===== config.mk =====
export PLATFORM = sky130hd
export DESIGN_NAME = psat_accum_flat
export DESIGN_NICKNAME = d
export VERILOG_FILES = /design/src/rtl/psat_accum_pkg.sv /design/src/rtl/psat_accum_if.sv /design/src/rtl/psat_accum_sat_lane_add.sv /design/src/rtl/psat_accum.sv /design/src/flat_wrapper.sv
export SDC_FILE = /design/constraint.sdc
export NUM_CORES = 1
export LEC_CHECK = 0
export CORE_MARGIN = 1.5
export CORE_UTILIZATION = 55
export DETAILED_ROUTE_END_ITERATION = 6
export GPL_TIMING_DRIVEN = 0
export PLACE_DENSITY = 0.94
export SETUP_SLACK_MARGIN = 0.5
export SYNTH_ARGS = -nofsm -noshare
export SYNTH_HDL_FRONTEND = slang
export SYNTH_HIERARCHICAL = 1
export SYNTH_SLANG_ARGS = --single-unit

===== constraint.sdc =====
create_clock -name clk -period 4.2 [get_ports clk]
set_input_delay 1.26 -clock clk [delete_from_list [all_inputs] [get_ports clk]]
set_output_delay 1.26 -clock clk [all_outputs]
set_load 0.1 [all_outputs]

===== src/rtl/psat_accum_pkg.sv =====
// Shared definitions for the packed-byte saturating accumulator: FSM encoding,
// lane width and the saturation rails.
package psat_accum_pkg;

  localparam int LANE_W = 8;
  localparam int NUM_LANES = 2;

  localparam logic [LANE_W-1:0] SAT_POS = 8'h7F;
  localparam logic [LANE_W-1:0] SAT_NEG = 8'h80;

  typedef enum logic [1:0] {
    ST_IDLE  = 2'd0,
    ST_ACCUM = 2'd1,
    ST_DONE  = 2'd2
  } state_e;

endpackage


===== src/rtl/psat_accum_if.sv =====
// Burst/result handshake bundle between the SIMD execute path and psat_accum.
interface psat_accum_if
  import psat_accum_pkg::*;
#(
  parameter int LEN_W = 8
);

  logic                          start;
  logic [LEN_W-1:0]              len;
  logic                          in_valid;
  logic                          in_ready;
  logic [NUM_LANES*LANE_W-1:0]   in_data;
  logic                          out_valid;
  logic                          out_ready;
  logic [NUM_LANES*LANE_W-1:0]   out_data;
  logic [NUM_LANES-1:0]          sat_flag;
  logic                          busy;

  modport master (
    output start, len, in_valid, in_data, out_ready,
    input  in_ready, out_valid, out_data, sat_flag, busy
  );

  modport slave (
    input  start, len, in_valid, in_data, out_ready,
    output in_ready, out_valid, out_data, sat_flag, busy
  );

endinterface


===== src/rtl/psat_accum_sat_lane_add.sv =====
// One 8-bit signed saturating adder lane; overflow is reported whenever the
// result was clamped to a rail.
module sat_lane_add
  import psat_accum_pkg::*;
(
  input  logic signed [LANE_W-1:0] a_i,
  input  logic signed [LANE_W-1:0] b_i,
  output logic signed [LANE_W-1:0] sum_o,
  output logic                     ovf_o
);

  // Returns {overflow, result}; overflow only when both operands share a sign
  // that the wrapped sum does not.
  function automatic logic [LANE_W:0] sat_add(input logic signed [LANE_W-1:0] a,
                                              input logic signed [LANE_W-1:0] b);
    logic signed [LANE_W-1:0] s;
    s = a + b;
    if (!a[LANE_W-1] && !b[LANE_W-1] && s[LANE_W-1])
      return {1'b1, SAT_POS};
    else if (a[LANE_W-1] && b[LANE_W-1] && !s[LANE_W-1])
      return {1'b1, SAT_NEG};
    else
      return {1'b0, s};
  endfunction

  assign {ovf_o, sum_o} = sat_add(a_i, b_i);

endmodule


===== src/rtl/psat_accum.sv =====
// Packed two-lane saturating accumulator: folds a burst of packed words into a
// per-lane saturating sum and presents it once with sticky saturation flags.
module psat_accum
  import psat_accum_pkg::*;
#(
  parameter int LEN_W = 8
) (
  input logic        clk,
  input logic        rst,
  psat_accum_if.slave bus
);

  state_e                        state_q, state_d;
  logic [NUM_LANES*LANE_W-1:0]   acc_q,   acc_d;
  logic [NUM_LANES-1:0]          sat_q,   sat_d;
  logic [LEN_W-1:0]              rem_q,   rem_d;

  logic signed [LANE_W-1:0]      sum0, sum1;
  logic                          ovf0, ovf1;

  sat_lane_add u_lane0 (
    .a_i   (acc_q[LANE_W-1:0]),
    .b_i   (bus.in_data[LANE_W-1:0]),
    .sum_o (sum0),
    .ovf_o (ovf0)
  );

  sat_lane_add u_lane1 (
    .a_i   (acc_q[2*LANE_W-1:LANE_W]),
    .b_i   (bus.in_data[2*LANE_W-1:LANE_W]),
    .sum_o (sum1),
    .ovf_o (ovf1)
  );

  always_ff @(posedge clk or posedge rst) begin
    if (rst) begin
      state_q <= ST_IDLE;
      acc_q   <= '0;
      sat_q   <= '0;
      rem_q   <= '0;
    end else begin
      state_q <= state_d;
      acc_q   <= acc_d;
      sat_q   <= sat_d;
      rem_q   <= rem_d;
    end
  end

  always_comb begin
    state_d = state_q;
    acc_d   = acc_q;
    sat_d   = sat_q;
    rem_d   = rem_q;
    unique case (state_q)
      ST_IDLE: begin
        if (bus.start) begin
          acc_d   = '0;
          sat_d   = '0;
          rem_d   = bus.len;
          state_d = (bus.len != '0) ? ST_ACCUM : ST_DONE;
        end
      end
      ST_ACCUM: begin
        // in_ready is constant in this state, so in_valid alone marks an accept.
        if (bus.in_valid) begin
          acc_d = {sum1, sum0};
          sat_d = sat_q | {ovf1, ovf0};
          rem_d = rem_q - LEN_W'(1);
          if (rem_q == LEN_W'(1))
            state_d = ST_DONE;
        end
      end
      ST_DONE: begin
        if (bus.out_ready)
          state_d = ST_IDLE;
      end
      default: state_d = ST_IDLE;
    endcase
  end

  assign bus.in_ready  = (state_q == ST_ACCUM);
  assign bus.out_valid = (state_q == ST_DONE);
  assign bus.busy      = (state_q != ST_IDLE);
  assign bus.out_data  = acc_q;
  assign bus.sat_flag  = sat_q;

endmodule


===== src/flat_wrapper.sv =====
// flat-port wrapper written by rule: the top's interface ports become plain ports
module psat_accum_flat import psat_accum_pkg::*;
#(
  parameter int LEN_W = 8
)
  (clk, rst, bus_start, bus_len, bus_in_valid, bus_in_data, bus_out_ready, bus_in_ready, bus_out_valid, bus_out_data, bus_sat_flag, bus_busy);
  psat_accum_if #(.LEN_W(LEN_W)) bus_i ();
  input logic clk;
  input logic rst;
  input wire logic [$bits(bus_i.start)-1:0] bus_start;
  input wire logic [$bits(bus_i.len)-1:0] bus_len;
  input wire logic [$bits(bus_i.in_valid)-1:0] bus_in_valid;
  input wire logic [$bits(bus_i.in_data)-1:0] bus_in_data;
  input wire logic [$bits(bus_i.out_ready)-1:0] bus_out_ready;
  output wire logic [$bits(bus_i.in_ready)-1:0] bus_in_ready;
  output wire logic [$bits(bus_i.out_valid)-1:0] bus_out_valid;
  output wire logic [$bits(bus_i.out_data)-1:0] bus_out_data;
  output wire logic [$bits(bus_i.sat_flag)-1:0] bus_sat_flag;
  output wire logic [$bits(bus_i.busy)-1:0] bus_busy;
  assign bus_i.start = bus_start;
  assign bus_i.len = bus_len;
  assign bus_i.in_valid = bus_in_valid;
  assign bus_i.in_data = bus_in_data;
  assign bus_i.out_ready = bus_out_ready;
  assign bus_in_ready = bus_i.in_ready;
  assign bus_out_valid = bus_i.out_valid;
  assign bus_out_data = bus_i.out_data;
  assign bus_sat_flag = bus_i.sat_flag;
  assign bus_busy = bus_i.busy;
  psat_accum #(.LEN_W(LEN_W)) u_core (.clk(clk), .rst(rst), .bus(bus_i));
endmodule

# After elaboration in Yosys (flattened, before gate mapping)
# Cells that the tools add are included.
dict set report classes {
  n_addsub 3
  n_eq_ne 7
  mux 19
  n_bitwise 1
  reduce_logical 20
}
# op count
set ops {}
lappend ops {{$mux 9} 4}
lappend ops {{$mux 16} 2}
lappend ops {{$pmux 16 s2} 1}
lappend ops {{$add 8x8->8} 2}
lappend ops {{$mux 8} 2}
lappend ops {{$pmux 8 s2} 1}
lappend ops {{$mux 2} 7}
lappend ops {{$eq 8x1->1 const B} 1}
lappend ops {{$logic_and 1x1->1} 8}
lappend ops {{$reduce_bool 8->1} 1}
lappend ops {{$sub 8x1->8 const B} 1}
lappend ops {{$logic_not 1->1} 6}
lappend ops {{$ne 2x2->1 const B} 3}
lappend ops {{$pmux 2 s3} 1}
lappend ops {{$pmux 2 s2} 1}
lappend ops {{$reduce_and 4->1} 1}
lappend ops {{$reduce_bool 2->1} 2}
lappend ops {{$reduce_and 3->1} 1}
lappend ops {{$eq 2x1->1 const B} 1}
lappend ops {{$eq 2x2->1 const B} 1}
lappend ops {{$logic_not 2->1} 1}
lappend ops {{$ne 2x1->1 const B} 1}
lappend ops {{$or 2x2->2} 1}
dict set report word_totals {
  register_bits 28
  input_bits 29
  out_inout_bits 21
  elab_cells 54
}

# Logic depth before layout (Yosys ltp)
dict set report depth {
  depth_word 8
  depth_mapped 11
  ltp_nobuf 10
}

# By module
# The synthesis kept the hierarchy.
# module instances cells_per_inst area_each_um2
set by_module_without_submodules {}
lappend by_module_without_submodules {psat_accum 1 122 1391.3}
lappend by_module_without_submodules {{sat_lane_add (u_core.u_lane1)} 1 63 513.0}
lappend by_module_without_submodules {{sat_lane_add (u_core.u_lane0)} 1 63 509.2}

# Worst setup path before layout
# OpenSTA, ideal clock, no wires.
dict set report synth_path {
  path_kind {in2reg}
  from {in bus_in_data[10]}
  to {reg u_core.acc_q[14], in the netlist u_core/bus.out_data[14]}
  setup_time_ns 0.123
  t_arrival_ns 3.441
  t_required_ns 4.077
  slack_ns 0.636
  stages 11
  path_buffers 1
  cell_sequence {ha_1 > o21a_1 > a211oi_2 > o21ai_0 > a21oi_1 > fa_1 > clkbuf_1 > o311ai_0 > a211oi_1 > a211oi_2 > a22o_1}
}
dict set report synth_via {
  elab_chain_len 7
  elab_cells_between_ends 8
  cone_classes {add/sub (1); mux (4); reduce/logical (3)}
}
# item line_no
set synth_lines {}
lappend synth_lines {{from (decl)} flat_wrapper.sv:13} ;# input wire logic [$bits(bus_i.in_data)-1:0] bus_in_data;
lappend synth_lines {{$add 8x8->8 *} psat_accum_sat_lane_add.sv:17} ;# s = a + b;
lappend synth_lines {{$logic_not 1->1} psat_accum_sat_lane_add.sv:20} ;# else if (a[LANE_W-1] && b[LANE_W-1] && !s[LANE_W-1])
lappend synth_lines {{$logic_and 1x1->1} psat_accum_sat_lane_add.sv:20}
lappend synth_lines {{$mux 9} psat_accum_sat_lane_add.sv:20}
lappend synth_lines {{$mux 9 *} psat_accum_sat_lane_add.sv:18} ;# if (!a[LANE_W-1] && !b[LANE_W-1] && s[LANE_W-1])
lappend synth_lines {{named net u_core.sum1[6]} psat_accum.sv:18} ;# logic signed [LANE_W-1:0] sum0, sum1;
lappend synth_lines {{$mux 16 *} psat_accum.sv:65} ;# if (bus.in_valid) begin
lappend synth_lines {{$pmux 16 s2 *} psat_accum.sv:54} ;# unique case (state_q)
lappend synth_lines {{to (signal assigned)} psat_accum.sv:38} ;# acc_q <= '0;
lappend synth_lines {{to (signal assigned)} psat_accum.sv:43} ;# acc_q <= acc_d;
lappend synth_lines {{to (decl)} psat_accum.sv:14} ;# logic [NUM_LANES*LANE_W-1:0] acc_q, acc_d;
# Mark *: on every way through the listed nets, which the timed path passes. The rest lies on a longest branch. The select of a mux whose other input is x is not followed.
# A chain may end at the register's enable or synchronous reset.

# Final worst setup path
dict set report layout_path {
  from {in bus_in_data[9]}
  to {reg u_core.acc_q[12], in the netlist u_core/bus.out_data[12]}
}
# The elaborated chain is that of the path after synthesis.

==> results by group <==
Cells and area
  – Layout filler cell count: 249
  – FF/Latch Area: 700.7 um2
  – Final nets: 366
  – Commonest non-fill, non-tap cells in the layout: 41 x clkdlybuf4s50_1, 28 x dfrtp_1, 16 x a22o_1, 16 x nor2_1
  – Most common cell after layout, fill and taps aside: clkdlybuf4s50_1
  – Multi-input logic area: 0.001677 mm2
  – Area grow syn2layout: 34.32%
  – Finished Layout Cells: approximately 360
  – Diodes inserted: 0
  – Fin util: 78.78%
  – Share of cells above drive strength 1: between 10% and 20%

Critical path
  – CP arrival: 3.87 ns
  – FF-to-FF path depth: 10
  – Crit start category: input port
  – Reg2reg end: u_core/bus.out_data[12]
  – Worst-path fanout max: 8
  – RR Startpoint: u_core/bus.out_data[9]
  – Crit Path Category: in2reg
  – WP data required: 4.42 ns
  – CP Capture Type: flop
  – R2R Setup Slk: 1.35 ns

Drt
  – Drt total wl: 6713 um
  – Wirelength per Cell: 18.54 um
  – DRC Markers: 0
  – Vias per cell: between 6 and 7
  – Initial DRC count: approximately 250
  – Post-route ant nets: 0
  – Vias: between 2000 and 2500
  – Drt first pass iters: 5

Synthesis
  – Cells after Synth: 248
  – Synthesized net count: 301
  – Sequential share of the synthesized area: 29.03%
  – Synthesized area: 0.002414 mm2
  – Mean Syn Cell Area: 9.732 um2
  – Yosys warns: 6
  – Number of flops mapped to enable cells by yosys: 0
  – Yosys cell types: 57
  – Post-synthesis async set-or-reset flop share: 100.0%
  – Post-synth top flop: dfrtp_1
  – Synth Register Bits: 28

Placed design
  – Pre-CTS WS: -0.1418 ns
  – Final RePlAce weighted congestion: approximately 0.9
  – Placed Cells: 347
  – Port Buf Inserts: 49
  – Final HPWL DP: 4337 um

Timing
  – Fmax: 0.2740 GHz
  – Setup violations, final: 0
  – Period utilization: between 80 and 90%
  – Final Hold Fails: 0
  – Hold slack: ~0.56 ns
  – Relative slew slack: roughly 25%
  – Tightest Pin Transition: 1.128 ns
  – Post-layout min period: 3.650 ns
  – Slew Viols, Final: 0
  – Clk_skew: 0.01241 ns
  – Worst Slack Setup Final: 0.5502 ns
  – RSZ-0062 raised after global routing: false

Run status
  – Run status: completed

CTS
  – CTS Buf Count: 3
  – Deepest clock path buffer count: 2
  – Root buf cell: clkbuf_8
  – H-tree depth: 1
  – CTS hold repair buffers: 0
  – Worst-path clk slew: ~0.11 ns
  – CTS tree: done
  – Skew-Pair Late Insertion Delay: approximately 0.28 ns
  – TritonCTS sink count: 28

Hold path
  – Hold path endpoint: u_core/bus.out_data[6]
  – Hold path cells: 1
  – HP Start: u_core/bus.out_data[6]
  – HP Class: reg2reg

Global route
  – Total Routing Usage GR: about a quarter
  – Largest net degree at the start of global routing: 29
  – Initial antenna violation count: 0
  – First-pass GRT wire length: ~11000 um
  – Vias in the first global route: 2301
  – Total gr overflow: 0

Die
  – Core Region: 0.004115 mm2
  – Die X: around 69 um
  – Floorplan row count: 23
  – Die Y: 69.25 um
  – IO Count: 50
  – Die area: between 0.004 and 0.005 mm2
  – Starting density of the core: 58.65%

Run
  – Max_cap viols: 0
==> layout make-up <==
class	count	area share, %
multi-input combinational	195	51.72
sequential	28	21.61
timing repair buffer	60	17.83
buffer	8	2.624
inverter	17	2.084
tap	50	1.930
clock buffer	3	1.274
clock inverter	1	0.9263
==> logic make-up (layout without fill, tap and decap cells) <==
logic type / after synthesis / after routing / share of synthesized area (%)
adder cells (fa/ha/maj): 24 / 24 / 13.69
flip-flops: 28 / 28 / 29.03
multiplexers: 3 / 3 / 1.451
buffers and inverters: 25 / 89 / 5.443
AO/OA/AOI/OAI: 110 / 110 / 36.34
AND/OR/NAND/NOR: 56 / 56 / 13.32
XOR/XNOR: 2 / 2 / 0.7259
==> worst max-delay path, stage by stage <==
cell           delay, ns
dlygate4sd2_1       0.26
ha_1                0.31
a211o_1             0.33
a211oi_2            0.28
o21ai_1             0.14
a21oi_2             0.16
fa_1                0.43
clkbuf_8            0.15
buf_4               0.16
a21oi_1             0.19
a22o_1              0.20
==> metrics by stage <==
step | setup TNS (ns) | instance area (um2)
after floorplan | 0 | 2414
after global placement | -0.1839 | 2967
after detailed placement | -0.2438 | 2967
after CTS | 0 | 3173
after global routing | 0 | 3242
final | 0 | 3242
==> flip-flops by register name (all words and copies together) (netlist names) <==
name	flops
u_core/bus.out_data	16
u_core/rem_q	8
u_core/bus.sat_flag	2
u_core/state_q	2
==> repair_timing <==
action	CTS	global route
pin swaps	15	20
resized for setup	22	13
buffers inserted	7	4
setup endpoints to repair	16	7
==> per-layer routing <==
layer	global-route usage [%]	part of all wire [%]	vias to the layer above
met3	4.070	6.2	24
met2	42.74	48	124
met5	0	0	-
met4	7.407	2.7	0
met1	37.48	43	1145
li1	-	-	1105
==> synthesized netlist by cell type, drive strengths merged, types with 2 or more instances <==
cell / instances / area, um2
o2111ai: 2 / 17.52
nand2: 10 / 45.04
o2bb2ai: 5 / 43.79
o211ai: 4 / 30.03
a21oi: 17 / 85.08
xor2: 2 / 17.52
a2111o: 2 / 22.52
nor4: 2 / 12.51
dfrtp: 28 / 700.7
o311ai: 2 / 17.52
nand2b: 3 / 18.77
ha: 20 / 250.2
a211o: 9 / 80.08
buf: 6 / 56.30
a31oi: 2 / 12.51
a22o: 16 / 140.1
nor2: 16 / 60.06
nand3: 5 / 25.02
a21o: 8 / 61.31
a41o: 2 / 20.02
a41oi: 2 / 17.52
inv: 16 / 62.56
nor2b: 2 / 12.51
o211a: 2 / 20.02
mux2i: 2 / 20.02
or4b: 2 / 20.02
fa: 4 / 80.08
o21a: 4 / 30.03
nor3b: 6 / 45.04
a22oi: 2 / 15.01
a211oi: 9 / 82.58
nor3: 3 / 20.02
nor4b: 2 / 23.77
o21ai: 14 / 70.07
a2111oi: 4 / 73.82
or3: 2 / 12.51
clkbuf: 2 / 7.510
==> worst max path at each step <==
stage | from | to | slack [ns] | cells after the start
after floorplan | bus_in_data[10] | u_core/bus.out_data[14] | 0.64 | 11
after global placement | bus_in_data[1] | u_core/bus.out_data[6] | -0.13 | 12
after detailed placement | bus_in_data[1] | u_core/bus.out_data[6] | -0.14 | 12
after CTS | bus_in_data[3] | u_core/bus.out_data[6] | 0.49 | 12
after global routing | bus_in_data[1] | u_core/bus.out_data[6] | 0.46 | 12
final | bus_in_data[9] | u_core/bus.out_data[12] | 0.55 | 11
Power is not shown: default switching activity piles up to over one toggle a cycle in this logic, so the estimate is an artifact.
